$ cat config.mk
export PLATFORM = sky130hd
export DESIGN_NAME = board_editor
export DESIGN_NICKNAME = d
export VERILOG_FILES = /design/src/rtl/board_editor_pkg.sv /design/src/rtl/board_editor_btn_edge.sv /design/src/rtl/board_editor.sv
export SDC_FILE = /design/constraint.sdc
export NUM_CORES = 1
export LEC_CHECK = 0
export ABC_AREA = 1
export ABC_CLOCK_PERIOD_IN_PS = 6400
export CAP_MARGIN = 20
export CORE_ASPECT_RATIO = 0.7
export CORE_MARGIN = 3
export CORE_UTILIZATION = 55
export CTS_CLUSTER_SIZE = 25
export DETAILED_ROUTE_END_ITERATION = 6
export PLACE_DENSITY = 0.85
export SLEW_MARGIN = 0
export SYNTH_ARGS = -nofsm -noshare
export SYNTH_HDL_FRONTEND = slang
export SYNTH_SLANG_ARGS = --single-unit
$ cat constraint.sdc
create_clock -name clk -period 6.4 [get_ports clk]
set_input_delay 0.64 -clock clk [delete_from_list [all_inputs] [get_ports clk]]
set_output_delay 0.64 -clock clk [all_outputs]
set_load 0.1 [all_outputs]
$ cat src/rtl/board_editor_pkg.sv
// Shared types and helpers for the board editor.
// Holds the editor state encoding, the cursor-width helper and the cell index helper.
// Imported by the top level; has no ports.
package board_editor_pkg;

    typedef enum logic [1:0] {
        IDLE,
        EDIT,
        CLEAR,
        HOLD
    } state_t;

    localparam int DEFAULT_ROWS = 16;
    localparam int DEFAULT_COLS = 16;

    // Cursor width for a given row count; never narrower than one bit.
    function automatic int row_width(input int rows);
        return (rows > 1) ? $clog2(rows) : 1;
    endfunction

    // Flat board bit position of cell (r, c).
    function automatic int cell_idx(input int r, input int c, input int cols);
        return r * cols + c;
    endfunction

endpackage

$ cat src/rtl/board_editor_btn_edge.sv
// Button conditioner: 2-flop synchroniser, delay flop and registered rising-edge pulse.
// Ports: clk, rst_n (async active-low), btn (raw input), pulse (one-cycle strobe per press).
// Latency: pulse is high in the cycle following the 3rd rising clk after btn is first sampled high.
module btn_edge (
    input  logic clk,
    input  logic rst_n,
    input  logic btn,
    output logic pulse
);

    logic s1;
    logic s2;
    logic s3;

    always_ff @(posedge clk or negedge rst_n) begin
        if (!rst_n) begin
            s1    <= 1'b0;
            s2    <= 1'b0;
            s3    <= 1'b0;
            pulse <= 1'b0;
        end else begin
            s1    <= btn;
            s2    <= s1;
            s3    <= s2;
            // Registered so the owning FSM acts on the 3rd edge after first sample.
            pulse <= s2 & ~s3;
        end
    end

endmodule

$ cat src/rtl/board_editor.sv
// Board editor: operator builds a ROWS x COLS board from switches and buttons, then hands it off.
// Ports: clk, rst_n, enable, btn_up/down/load/clear/start, sw -> cursor_row, board, busy, done.
// All outputs registered; button pulses arriving in a state that does not use them are dropped.
module board_editor
    import board_editor_pkg::*;
#(
    parameter int ROWS  = DEFAULT_ROWS,
    parameter int COLS  = DEFAULT_COLS,
    parameter int WRAP  = 0,
    parameter int ROW_W = row_width(ROWS)
) (
    input  logic                 clk,
    input  logic                 rst_n,
    input  logic                 enable,
    input  logic                 btn_up,
    input  logic                 btn_down,
    input  logic                 btn_load,
    input  logic                 btn_clear,
    input  logic                 btn_start,
    input  logic [COLS-1:0]      sw,
    output logic [ROW_W-1:0]     cursor_row,
    output logic [ROWS*COLS-1:0] board,
    output logic                 busy,
    output logic                 done
);

    localparam logic [ROW_W:0]   LAST_EXT = (ROW_W+1)'(ROWS - 1);
    localparam logic [ROW_W-1:0] LAST_ROW = ROW_W'(ROWS - 1);

    logic p_up;
    logic p_down;
    logic p_load;
    logic p_clear;
    logic p_start;

    btn_edge u_up    (.clk(clk), .rst_n(rst_n), .btn(btn_up),    .pulse(p_up));
    btn_edge u_down  (.clk(clk), .rst_n(rst_n), .btn(btn_down),  .pulse(p_down));
    btn_edge u_load  (.clk(clk), .rst_n(rst_n), .btn(btn_load),  .pulse(p_load));
    btn_edge u_clear (.clk(clk), .rst_n(rst_n), .btn(btn_clear), .pulse(p_clear));
    btn_edge u_start (.clk(clk), .rst_n(rst_n), .btn(btn_start), .pulse(p_start));

    state_t                 state;
    logic [ROW_W-1:0]       cursor_q;
    logic [ROW_W-1:0]       clr_row;
    logic [ROWS*COLS-1:0]   board_q;
    logic                   busy_q;
    logic                   done_q;
    logic [ROW_W-1:0]       next_row;

    // Cursor move computed one bit wider so ROWS that are not a power of two
    // still compare cleanly against the last row.
    always_comb begin
        logic [ROW_W:0] cur_ext;
        logic [ROW_W:0] nxt;
        cur_ext = {1'b0, cursor_q};
        nxt     = cur_ext;
        if (p_up && !p_down) begin
            if (cur_ext == '0) begin
                nxt = (WRAP != 0) ? LAST_EXT : '0;
            end else begin
                nxt = cur_ext - (ROW_W+1)'(1);
            end
        end else if (p_down && !p_up) begin
            if (cur_ext == LAST_EXT) begin
                nxt = (WRAP != 0) ? '0 : LAST_EXT;
            end else begin
                nxt = cur_ext + (ROW_W+1)'(1);
            end
        end
        next_row = nxt[ROW_W-1:0];
    end

    always_ff @(posedge clk or negedge rst_n) begin
        if (!rst_n) begin
            state    <= IDLE;
            cursor_q <= '0;
            clr_row  <= '0;
            board_q  <= '0;
            busy_q   <= 1'b0;
            done_q   <= 1'b0;
        end else begin
            done_q <= 1'b0;
            if (state != IDLE && !enable) begin
                // Abandon whatever is in progress; board content is kept as-is.
                state  <= IDLE;
                busy_q <= 1'b0;
            end else begin
                case (state)
                    IDLE: begin
                        if (enable) begin
                            state    <= EDIT;
                            cursor_q <= '0;
                        end
                    end
                    EDIT: begin
                        if (p_start) begin
                            state  <= HOLD;
                            done_q <= 1'b1;
                        end else if (p_clear) begin
                            state   <= CLEAR;
                            busy_q  <= 1'b1;
                            clr_row <= '0;
                        end else begin
                            // Load targets the row the cursor is on before this cycle's move.
                            if (p_load) begin
                                board_q[cell_idx(int'(cursor_q), 0, COLS) +: COLS] <= sw;
                            end
                            cursor_q <= next_row;
                        end
                    end
                    CLEAR: begin
                        board_q[cell_idx(int'(clr_row), 0, COLS) +: COLS] <= '0;
                        if (clr_row == LAST_ROW) begin
                            state  <= EDIT;
                            busy_q <= 1'b0;
                        end else begin
                            clr_row <= clr_row + ROW_W'(1);
                        end
                    end
                    HOLD: begin
                        // Board and cursor frozen until enable drops.
                    end
                    default: begin
                        state <= IDLE;
                    end
                endcase
            end
        end
    end

    assign cursor_row = cursor_q;
    assign board      = board_q;
    assign busy       = busy_q;
    assign done       = done_q;

endmodule

==> Word-level counts from Yosys, hierarchy flattened <==
Cells that the tools add are included.
{ "totals": {"out_inout_bits": 262, "ramBits": 0, "romBits": 0, "latch_bits": 0, "elab_cells": 112, "ff_bits": 288, "memories": 0, "input_bits": 24} }
{ "op_classes": {"div_mod_pow": 0, "n_lt_le_gt_ge": 0, "shift": 4, "bitwise": 11, "n_eq_ne": 16, "add_sub_neg": 5, "n_mul": 0, "reduce_logical": 18, "n_mux": 32} }
{ "op_table": {"columns": ["operator", "count"], "rows": [
  ["$mux 256", 3],
  ["$bwmux 256", 2],
  ["$pmux 256 s2", 1],
  ["$shift 16x33->256 const A", 2],
  ["$shiftx 16x33->256", 1],
  ["$shiftx 16x33->256 const A", 1],
  ["$neg 8->33", 2],
  ["$mux 4", 10],
  ["$pmux 4 s2", 2],
  ["$ne 3x3->1 const B", 4],
  ["$mux 2", 5],
  ["$reduce_and 5->1", 2],
  ["$add 4x1->4 const B", 2],
  ["$eq 4x4->1 const B", 2],
  ["$ne 2x2->1 const B", 4],
  ["$reduce_and 4->1", 2],
  ["$mux 1", 7],
  ["$not 1->1", 6],
  ["$pmux 2 s3", 1],
  ["$reduce_and 6->1", 1],
  ["$reduce_bool 2->1", 3],
  ["$and 1x1->1", 5],
  ["$logic_not 4->1", 1],
  ["$ne 2x1->1 const B", 2],
  ["11 further kinds", 15]
]} }

==> Longest topological paths before layout <==
{ "logic_depth": {"depth_word": 7, "mapped_depth": 16, "mapped_depth_nobuf": 14} }

==> Cells and area by module <==
From an unflattened synthesis, not the netlist that was laid out.
{ "unflattened": {"hier_cells": 1805, "hier_area_um2": 14256.2} }
{ "by_module_without_submodules": {"columns": ["module", "instances", "seq_area_each_um2", "cells_each", "area_each_um2"], "rows": [
  ["board_editor", 1, 6706.4, 1775, 13705.6],
  ["btn_edge", 5, 100.1, 6, 110.1]
]} }

==> Least setup slack after synthesis <==
OpenSTA, ideal clock, no wires.
{ "synth_path": {"path_kind": "flip-flop to flip-flop", "from": "reg cursor_q[0], in the netlist cursor_row[0]", "to": "reg board_q[230], in the netlist board[230]", "n_path_buf": 3, "setup_time_ns": 0.122, "t_required_ns": 6.278, "arrival_time_ns": 3.124, "stages_incl_launch_ff": 16, "period_less_slack_ns": 3.246, "slack_ns": 3.154, "cell_sequence": "dfrtp_1 buf_2 inv_1 nand2_1 inv_1 ha_1 buf_2 inv_1 nand2_1 nor2_2 nand3_4 a21oi_4 nand2_2 buf_2 nand2_1 nand2_1"} }
{ "synth_via": {"elab_chain_len": 7, "word_cells_on_any_way": 8, "classes_between": "add/sub: 1; shift: 2; mux: 5"} }
{ "synth_lines": {"columns": ["element", "line_no", "source"], "rows": [
  ["start, declared", "board_editor.sv:43", "logic [ROW_W-1:0] cursor_q;"],
  ["start signal, assigned", "board_editor.sv:108", "cursor_q <= next_row;"],
  ["$neg 8->33 *", "board_editor.sv:106", "board_q[cell_idx(int'(cursor_q), 0, COLS) +: COLS] <= sw;"],
  ["$shiftx 16x33->256 / $shift 16x33->256 (equally long branches)", "board_editor.sv:106", null],
  ["$bwmux 256 *", "board_editor.sv:106", null],
  ["$mux 256 *", "board_editor.sv:105", "if (p_load) begin"],
  ["$mux 256 *", "board_editor.sv:99", "end else if (p_clear) begin"],
  ["$mux 256 *", "board_editor.sv:96", "if (p_start) begin"],
  ["$pmux 256 s2 *", "board_editor.sv:88", "case (state)"],
  ["end signal, assigned by index", "board_editor.sv:106", null],
  ["end, declared", "board_editor.sv:45", "logic [ROWS*COLS-1:0] board_q;"]
]} }
Every way passes the cells marked *; elsewhere a longest branch is shown, timed or not. The select of a mux whose other input is x is not followed.
A chain may end at the register's enable or synchronous reset.

==> Worst setup path after layout <==
{ "layout_path": {"from": "reg cursor_q[0], in the netlist cursor_row[0]", "to": "reg board_q[25], in the netlist board[25]"} }
The elaborated chain is that of the path after synthesis.

==> reports/metrics.csv <==
stage,metric,value,unit
run_status,run_status,finished clean,
clock_network,clock_path_buffers,3,
finish,mostFrequentLayoutCells,"sky130_fd_sc_hd__nand2_1 (505), sky130_fd_sc_hd__dfrtp_1 (288), sky130_fd_sc_hd__clkdlybuf4s50_1 (284)",
critical_path,crit_slowest_cell,sky130_fd_sc_hd__ha_1,
routing,post-route-drc-count,0,
finish,finish.net_count,1888,
floorplan,die_w,192.1,µm
critical_path,worst_r2r_endpoint,board[25],
floorplan,die_h,136.3,µm
floorplan,design.portCount,286,
sta,achievable-frequency,229.1,MHz
clock_network,post_cts_resized,0,
place,detailedPlacementHpwl,29300,µm
critical_path,timing.critical_path.slowest_cell_delay,0.94,ns
clock_network,clkLatencyLatePin,0.54,ns
sta,finClkSkew,0.02098,ns
critical_path,critPathLaunchType,register,
routing,first_pass_iters,6,
sta,period_share,68.21,%
power_and_ir_drop,leakagePower,7.590,nW
critical_path,critPathCapture,board[25],
finish,drive_above_1_share,5.286,%
critical_path,worst-setup-path-type,reg -> reg,
sta,measured_slew_at_the_worst_slew_check_pin,1.153,ns
synthesis,ys.warnings.count,0,
finish,finalNonFillerCells,2191,
finish,finish.utilization,72.36,%
clock_network,numClockSinks,288,
critical_path,worst-r2r-setup-slack,2.03,ns
clock_network,post_cts_hold_buffer_count,0,
routing,drt-total-wl,42680,µm
finish,n_antenna_cell,0,
clock_network,clockRootBuffer,sky130_fd_sc_hd__clkbuf_16,
place,port_buffers,285,
synthesis,syn-num-nets,1666,
critical_path,crit_buf_inv,2,
clock_network,cts.reportedPaths.clkPinSlew,0.07,ns
critical_path,cp_num_cells,11,
sta,setup_violations,0,
floorplan,floorplan.core_area,23760,µm²
clock_network,cts-htree-levels,1,
floorplan,fp-row-count,47,
synthesis,synthesis.area,13340,µm²
routing,antenna_left,0,
sta,setup_repair_after_global_routing_missed_its_margin,no,
clock_network,clock_tree_from_tritoncts,built,
synthesis,number_of_flip_flops_and_latches_in_the_synthesized_netlist,288,
critical_path,critical_path.cell_chain,inv_1 -> ha_1 -> nand2_1 -> nor2_2 -> nand2_1 -> nor2_2 -> nor2_2 -> nor2_8 -> inv_2 -> nand2_1 -> nand2_1,
routing,drt_iter0_drc,1514,
synthesis,ys_dominant_reg_cell,sky130_fd_sc_hd__dfrtp_1,
clock_network,cts-buffers-inserted,27,
finish,most_frequent_standard_cell_in_the_layout_excluding_fill_and_tap_cells,sky130_fd_sc_hd__nand2_1,
routing,dr_vias,12725,
critical_path,worst_r2r_path_depth,11,
place,dp_cells,2140,
global_route,grt_util_all_layers,31.71,%
synthesis,postSynthCellCount,1633,
critical_path,reg_to_reg_critical_path_startpoint,cursor_row[0],
global_route,grt_antenna_before_repair,0,
power_and_ir_drop,irDropWorstVdd,0.0003253,V
place,globalplace.congestion,0.9048,
critical_path,setup.worst_path.start,cursor_row[0],
floorplan,initial_utilization,56.15,%
critical_path,worst_path_dominant_cell_family,simple AND/OR/NAND/NOR gates,
min_path,hold_path.class,in -> async,
floorplan,die-area,26190,µm²
finish,area.growth.synth_to_final,28.86,%
critical_path,cp_max_fo,33,
power_and_ir_drop,post-layout-total-power,5.703,mW
sta,hold_viol,0,
global_route,grt_max_degree,190,
global_route,grt.overflow.total,0,
sta,slew-limit-headroom,23.10,%
global_route,first_pass_grt_wire_length,65130,µm
sta,finalMaxSlewViolations,0,
synthesis,synth_enable_flop_cells,0,
routing,vias_per_cell,5.808,
clock_network,cts_post_setup_buffers_inserted,0,
critical_path,timing.critical_path.mode_cell,sky130_fd_sc_hd__nand2_1,
synthesis,syn-mean-instance-area,8.169,µm²
critical_path,cp.required,6.83,ns
routing,avgRoutedWirePerCell,19.48,µm
job,maxCapViolations,0,
synthesis,postSynth.asyncResetShare,100.0,%
sta,post-route-min-period,4.366,ns
power_and_ir_drop,pwr_density_cell,331.8,nW/µm²
critical_path,cp-end-kind,register,
synthesis,yosysSeqAreaShare,54.02,%
global_route,via_count_of_the_first_global_routing_pass,11877,
critical_path,arrival,4.79,ns
synthesis,synth_cell_type_count,38,
sta,final.setup.tns,0,ns
==> worst min path at each step <==
stage | endpoint | slack (ns) | cells past startpoint
2_1_floorplan | u_clear.s2 | 0.33 | 0
3_3_place_gp | u_down.s2 | 0.33 | 0
3_5_place_dp | u_load.s2 | 0.33 | 0
4_1_cts | board[103] | 0.15 | 1
5_1_grt | board[103] | 0.17 | 1
6_report | board[103] | 0.11 | 1
==> metrics by stage <==
stage	instance area, µm²	hold slack (ns)	setup WS (ns)
after detailed placement	16190	0.3347	1.987
after global routing	17190	0.1710	1.709
final	17190	0.1119	2.034
after floorplan	13340	0.3312	3.154
after global placement	16190	0.3347	2.238
after CTS	17140	0.1476	1.973
==> state kept, by name, summed over array words and instances, names as in the netlist, 2 cells and up <==
name,cells
board,256
state,2
clr_row,4
cursor_row,4
==> final cells by class <==
class / instances / area (µm²)
Clock buffer: 38 / 767.0
Clock inverter: 9 / 177.7
Fill cell: 1841 / 6568
Inverter: 62 / 235.2
Multi-Input combinational cell: 1183 / 5453
Sequential cell: 288 / 7207
Tap cell: 318 / 397.9
Timing Repair Buffer: 293 / 2953
==> cells in the mapped netlist, types with 2 or more instances <==
library cell | n | area (µm²)
sky130_fd_sc_hd__a21oi_1 | 12 | 60.06
sky130_fd_sc_hd__a21oi_4 | 4 | 65.06
sky130_fd_sc_hd__buf_1 | 6 | 22.52
sky130_fd_sc_hd__buf_2 | 40 | 200.2
sky130_fd_sc_hd__buf_6 | 4 | 45.04
sky130_fd_sc_hd__clkbuf_1 | 48 | 180.2
sky130_fd_sc_hd__dfrtp_1 | 288 | 7207
sky130_fd_sc_hd__ha_1 | 9 | 112.6
sky130_fd_sc_hd__inv_1 | 51 | 191.4
sky130_fd_sc_hd__inv_2 | 10 | 37.54
sky130_fd_sc_hd__nand2_1 | 505 | 1896
sky130_fd_sc_hd__nand2_2 | 8 | 50.05
sky130_fd_sc_hd__nand2_4 | 2 | 22.52
sky130_fd_sc_hd__nand3_1 | 237 | 1186
sky130_fd_sc_hd__nand3_2 | 3 | 30.03
sky130_fd_sc_hd__nand4_1 | 15 | 93.84
sky130_fd_sc_hd__nand4_4 | 4 | 85.08
sky130_fd_sc_hd__nor2_1 | 156 | 585.6
sky130_fd_sc_hd__nor2_2 | 6 | 37.54
sky130_fd_sc_hd__nor2_8 | 2 | 40.04
sky130_fd_sc_hd__nor3_1 | 48 | 240.2
sky130_fd_sc_hd__o21ai_0 | 67 | 335.3
sky130_fd_sc_hd__o21ai_1 | 86 | 430.4
sky130_fd_sc_hd__o21ai_2 | 3 | 26.28
sky130_fd_sc_hd__o22ai_1 | 5 | 31.28
sky130_fd_sc_hd__xor2_1 | 2 | 17.52
==> kinds of logic after synthesis <==
kind of cell | after synthesis | synth area share, %
fa+ha+maj | 9 | 0.8441
simple gates | 991 | 32.38
xor+xnor | 3 | 0.2533
buf+inv | 162 | 5.215
compound gates | 180 | 7.288
flops | 288 | 54.02
==> report_power, final <==
| group | leakage, nW | total (mW) | switching [mW] | internal (mW) |
|---|---|---|---|---|
| Sequential | 3.97 | 1.94 | 0.0606 | 1.88 |
| Combinational | 3.15 | 2.04 | 1.69 | 0.346 |
| Clock | 0.463 | 1.73 | 0.692 | 1.03 |
| Total | 7.59 | 5.70 | 2.44 | 3.26 |
==> per-layer routing <==
metal / up-vias / track usage (%) / wire [µm]
met4: 0 / 9.381 / 1322
met3: 98 / 7.088 / 4766
li1: 5782 / - / -
met5: - / 0 / 0
met2: 781 / 47.30 / 18830
met1: 6064 / 46.77 / 17760
Power figures use the tool's default switching activity.
